### src/rtl/vx_dcr_bank_pkg.sv
// Shared types and constants for the double-buffered DCR bank.
// Imported by the bank and its commit controller.
package vx_dcr_bank_pkg;

  localparam int          DCR_BANK_SIZE = 4;
  localparam logic [11:0] DCR_BANK_BASE = 12'h001;

  typedef enum logic [1:0] {
    IDLE,
    WAIT,
    APPLY
  } dcr_commit_state_e;

  function automatic int idx_width(input int n);
    return (n > 1) ? $clog2(n) : 1;
  endfunction

endpackage

### src/rtl/vx_dcr_bank_commit_ctrl.sv
// Commit sequencer: holds a commit request until the consumer is idle,
// then raises apply for one cycle and commit_done the cycle after.
module vx_dcr_bank_commit_ctrl
  import vx_dcr_bank_pkg::*;
(
  input  logic clk,
  input  logic reset,
  input  logic commit,
  input  logic busy,
  output logic apply,
  output logic commit_done
);

  dcr_commit_state_e state;
  dcr_commit_state_e state_next;

  always_ff @(posedge clk) begin
    if (reset) begin
      state       <= IDLE;
      commit_done <= 1'b0;
    end else begin
      state       <= state_next;
      commit_done <= apply;
    end
  end

  // Requests seen in WAIT or APPLY fold into the pending transfer.
  always_comb begin
    state_next = state;
    apply      = 1'b0;
    unique case (state)
      IDLE: begin
        if (commit) begin
          state_next = busy ? WAIT : APPLY;
        end
      end
      WAIT: begin
        if (!busy) begin
          state_next = APPLY;
        end
      end
      APPLY: begin
        apply      = 1'b1;
        state_next = IDLE;
      end
      default: begin
        state_next = IDLE;
      end
    endcase
  end

endmodule

### src/rtl/vx_dcr_bank.sv
// Double-buffered DCR bank: host writes land in shadow, a commit copies
// shadow to active once the consumer is idle.
module vx_dcr_bank
  import vx_dcr_bank_pkg::*;
#(
  parameter int                    NUM_REGS    = DCR_BANK_SIZE,
  parameter int                    DATA_WIDTH  = 32,
  parameter int                    ADDR_WIDTH  = 12,
  parameter logic [ADDR_WIDTH-1:0] BASE_ADDR   = ADDR_WIDTH'(DCR_BANK_BASE),
  parameter logic [DATA_WIDTH-1:0] RESET_VALUE = '0
) (
  input  logic                         clk,
  input  logic                         reset,
  input  logic                         dcr_wr_valid,
  input  logic [ADDR_WIDTH-1:0]        dcr_wr_addr,
  input  logic [DATA_WIDTH-1:0]        dcr_wr_data,
  input  logic                         dcr_rd_valid,
  input  logic [ADDR_WIDTH-1:0]        dcr_rd_addr,
  output logic                         dcr_rd_rsp_valid,
  output logic [DATA_WIDTH-1:0]        dcr_rd_rsp_data,
  input  logic                         commit,
  input  logic                         busy,
  output logic                         commit_done,
  output logic                         dirty,
  output logic                         addr_err,
  output logic [NUM_REGS*DATA_WIDTH-1:0] active_dcrs
);

  localparam int IW = idx_width(NUM_REGS);
  localparam logic [ADDR_WIDTH:0] LIMIT = (ADDR_WIDTH+1)'(NUM_REGS);

  logic [DATA_WIDTH-1:0] shadow [NUM_REGS];
  logic [DATA_WIDTH-1:0] active [NUM_REGS];

  logic [ADDR_WIDTH:0] wr_off;
  logic [ADDR_WIDTH:0] rd_off;
  logic                wr_in;
  logic                rd_in;
  logic                wr_hit;
  logic                rd_hit;
  logic                wr_miss;
  logic                rd_miss;
  logic [IW-1:0]       wr_idx;
  logic [IW-1:0]       rd_idx;
  logic                apply;
  logic                wr_seen;

  // Addresses below base wrap to a huge offset, so one compare covers both ends.
  assign wr_off  = {1'b0, dcr_wr_addr} - {1'b0, BASE_ADDR};
  assign rd_off  = {1'b0, dcr_rd_addr} - {1'b0, BASE_ADDR};
  assign wr_in   = wr_off < LIMIT;
  assign rd_in   = rd_off < LIMIT;
  assign wr_idx  = wr_off[IW-1:0];
  assign rd_idx  = rd_off[IW-1:0];
  assign wr_hit  = dcr_wr_valid && wr_in;
  assign rd_hit  = dcr_rd_valid && rd_in;
  assign wr_miss = dcr_wr_valid && !wr_in;
  assign rd_miss = dcr_rd_valid && !rd_in;

  vx_dcr_bank_commit_ctrl u_commit_ctrl (
    .clk         (clk),
    .reset       (reset),
    .commit      (commit),
    .busy        (busy),
    .apply       (apply),
    .commit_done (commit_done)
  );

  always_ff @(posedge clk) begin
    if (reset) begin
      for (int i = 0; i < NUM_REGS; i++) begin
        shadow[i] <= RESET_VALUE;
        active[i] <= RESET_VALUE;
      end
    end else begin
      if (wr_hit) begin
        shadow[wr_idx] <= dcr_wr_data;
      end
      if (apply) begin
        active <= shadow;
      end
    end
  end

  // Dirty trails the write by a cycle; a write landing in APPLY re-arms it.
  always_ff @(posedge clk) begin
    if (reset) begin
      wr_seen          <= 1'b0;
      dirty            <= 1'b0;
      dcr_rd_rsp_valid <= 1'b0;
      dcr_rd_rsp_data  <= '0;
      addr_err         <= 1'b0;
    end else begin
      wr_seen          <= wr_hit;
      dcr_rd_rsp_valid <= dcr_rd_valid;
      dcr_rd_rsp_data  <= rd_hit ? shadow[rd_idx] : '0;
      addr_err         <= wr_miss || rd_miss;
      if (apply) begin
        dirty <= 1'b0;
      end else if (wr_seen) begin
        dirty <= 1'b1;
      end
    end
  end

  for (genvar g = 0; g < NUM_REGS; g++) begin : g_active
    assign active_dcrs[g*DATA_WIDTH +: DATA_WIDTH] = active[g];
  end

endmodule

### config.mk
export PLATFORM = sky130hd
export DESIGN_NAME = vx_dcr_bank
export DESIGN_NICKNAME = d
export VERILOG_FILES = /design/src/rtl/vx_dcr_bank_pkg.sv /design/src/rtl/vx_dcr_bank_commit_ctrl.sv /design/src/rtl/vx_dcr_bank.sv
export SDC_FILE = /design/constraint.sdc
export NUM_CORES = 1
export LEC_CHECK = 0
export ABC_AREA = 0
export CAP_MARGIN = 30
export CELL_PAD_IN_SITES_DETAIL_PLACEMENT = 1
export CELL_PAD_IN_SITES_GLOBAL_PLACEMENT = 1
export CORE_ASPECT_RATIO = 0.7
export CORE_MARGIN = 1.5
export CORE_UTILIZATION = 41
export CTS_BUF_LIST = sky130_fd_sc_hd__clkbuf_16
export DETAILED_ROUTE_END_ITERATION = 8
export GPL_TIMING_DRIVEN = 0
export PLACE_DENSITY = 0.89
export SYNTH_ARGS = -nofsm -noshare
export SYNTH_HDL_FRONTEND = slang
export SYNTH_SLANG_ARGS = --single-unit
### constraint.sdc
create_clock -name clk -period 4.75 [get_ports clk]
set_input_delay 0.95 -clock clk [delete_from_list [all_inputs] [get_ports clk]]
set_output_delay 0.95 -clock clk [all_outputs]
set_load 0.01 [all_outputs]
==> out/summary.txt <==
Vias in the first global route - 9636
Reg-to-reg startpoint - u_commit_ctrl.state[1]
Ys flop type - dfxtp_1
Area contributors post-synth - dfxtp_1 (57%), a22o_1 (11%), nand2_1 (9.4%)
Max VDD drop - 295 uV
Overall routing resource usage - 0.290
CTS root buffer - clkbuf_16
Area Growth Syn to Fin - 34.3%
Number of synthesized register bits - 295
DRC - 0
Post-Syn Area per Cell - 10.2 sq um
Via count - 9143
Fmax achieved - 0.258 GHz
Final Cell Area - 13800 sq um
Fraction of registers with async set/reset - 0
Die area - 26000 sq um
PostCTS Resize Cnt - 0
Combinational family with the most area after synthesis - compound AO/OA/AOI/OAI gates
First-pass DRT Iterations - 5
Overflow after GRT - 0
Die X - 192 microns
Post-synthesis simple-gate area fraction - 0.139
Dpl ws - 391 ps
IO Port Bufs - 223
WL/cell - 23.5 microns
Antenna Nets Post-Route - 0
GP Congestion - 0.851
Via density - 5.70
First-pass GRT wire length - 57200 microns
Clock Path Buffers - 3
Most common cell after layout, fill and taps aside - dfxtp_1
DP Area - 12900 sq um
Status - complete, no violations
CP Depth - 10
CTS tree - built
Initial antenna violation count - 0
Synth warnings - 0
DP Wirelength - 26700 microns
Crit path DAT - 4320 ps
Row cnt - 48
Filler Cell Count - 2694
Clk sinks - 295
Crit path from - dcr_rd_addr[0]
Largest net degree at the start of global routing - 15
Worst Path Buf+Inv - 5
Drt first-iter violations - 759
Post-synth top area share - 0.574
Worst Setup EP - dcr_rd_rsp_data[16]
Max FO, Critical Path - 10
Delay-heaviest family, CP - buffers and inverters
Reg clk slew, reported paths - 70 ps
P_leak - 4.78 nW
Worst Path Required - 5200 ps
Mapped Area - 10300 sq um
Pwr dens - 356 nW/um^2
Most frequent cells in the layout - dfxtp_1 (295), nand2_1 (257), clkdlybuf4s50_1 (223), a21oi_1 (129), a22o_1 (128)
Layout cells sized above 1 - 0.0735
Total CTS buffers - 28
Clock Latency Late Sink - 540 ps
Non-Filler Instances - 1604
Crit. End Element - flop
Largest area contributor in the netlist - dfxtp_1
Tcrit/Tclk final - 0.815
Crit Path Class - in2reg
Htree depth - 1
Compound-cell area share of the yosys netlist - 0.178
Synth Area in XOR/XNOR - 0.000852
Drt total wl - 37700 microns
Post-synth cell types - 36
Total power - 4.91 mW
Adder-Cell Fraction of Synth Area - 0.00122
Multiplexer share of the synthesized area - 0.0701
Final setup violation count - 0
Crit-path max cell delay - 490 ps
Post-CTS Setup Bufs - 0
Register area share after synthesis - 0.574
Die H - 135 microns
Mapped Cells - 1007
Fin. Hold Viols - 0
Max Transition Viols Final - 0
Reg2Reg Depth - 4
Relative slew slack - 0.412
Crit path top cell by count - buf_2
Post-layout min period - 3870 ps
Core footprint - 24600 sq um
Setup TNS - 0 ps
R2r endpoint - active_dcrs[88]
Syn_nets - 1070
Worst path cell trace - clkdlybuf4s50_1 -> buf_2 -> buf_2 -> inv_1 -> ha_1 -> o41ai_1 -> and3_1 -> nand4_1 -> clkbuf_1 -> nor2b_1
EDFF count, synth - 0
DP Cell Count - 1555
Unrepaired setup endpoints after global routing - no
CTS Hold Buffers Added - 0
Fin Clk Skew - 14.0 ps
Worst min path class - reg2reg
Max_cap viols - 0
Initial Utilization - 0.417
Reg2reg setup slack - 2630 ps
Slowest cell on crit path - clkdlybuf4s50_1
Io pins - 226
Worst slew pin tran - 883 ps
Worst Slack Setup Final - 879 ps
Crit start category - primary input
Antenna fix cells - 0
Nets - 1323
kinds of logic after synthesis:
family	Yosys count
mux	32
flops	295
simple gates	327
compound gates	265
xor+xnor	1
fa+ha+maj	1
buf+inv	86
flip-flops by register name, summed over array words and instances (netlist names):
register                   flops
active_dcrs                  128
addr_err                       1
dcr_rd_rsp_data               32
dcr_rd_rsp_valid               1
dirty                          1
shadow                       128
u_commit_ctrl.commit_done      1
u_commit_ctrl.state            2
wr_seen                        1
synth_stat cells (all sizes together), types with 2 or more instances:
| master | count |
|---|---|
| and3 | 4 |
| nor4b | 3 |
| nand4 | 4 |
| a22o | 128 |
| dfxtp | 295 |
| inv | 4 |
| mux4 | 32 |
| nor3 | 5 |
| nor2 | 4 |
| or4b | 2 |
| clkbuf | 54 |
| a21oi | 129 |
| o21a | 2 |
| nand2 | 257 |
| nand3 | 4 |
| buf | 28 |
| nor4 | 5 |
| nor2b | 34 |
cell type report:
class                      count  area (sq um)  share of cell area
sequential                   295          5910               0.428
timing repair buffer         223          2230               0.162
clock inverter                20           158              0.0114
tap                          325           407              0.0295
multi-input combinational    626          4000               0.290
buffer                        82           355              0.0257
clock buffer                  29           726              0.0526
inverter                       4          15.0             0.00109
layer usage:
metal,up-vias,routed length (microns),track usage
li1,4049,-,-
met1,4615,16500,0.389
met2,400,17400,0.472
met3,79,2780,0.0518
met4,0,1160,0.102
met5,-,0,0
report_power, final:
part | switching [mW] | total (mW) | internal, mW
clock network | 0.951 | 2.21 | 1.25
registers | 0.00120 | 2.48 | 2.48
logic | 0.146 | 0.225 | 0.0784
worst min-delay path by stage:
stage / startpoint / slack (ps) / endpoint / depth (start not counted)
5_1_grt: wr_seen / 450 / dirty / 1
3_3_place_gp: wr_seen / 420 / dirty / 1
2_1_floorplan: wr_seen / 410 / dirty / 1
3_5_place_dp: wr_seen / 430 / dirty / 1
6_report: wr_seen / 430 / dirty / 1
4_1_cts: wr_seen / 440 / dirty / 1
stage by stage:
stage,hold slack (ps),utilization
2_1_floorplan,405,-
3_3_place_gp,423,0.525
3_5_place_dp,430,0.525
4_1_cts,435,0.561
5_1_grt,449,0.561
6_report,429,0.561
Note: power is estimated with default switching activity, not from simulation.
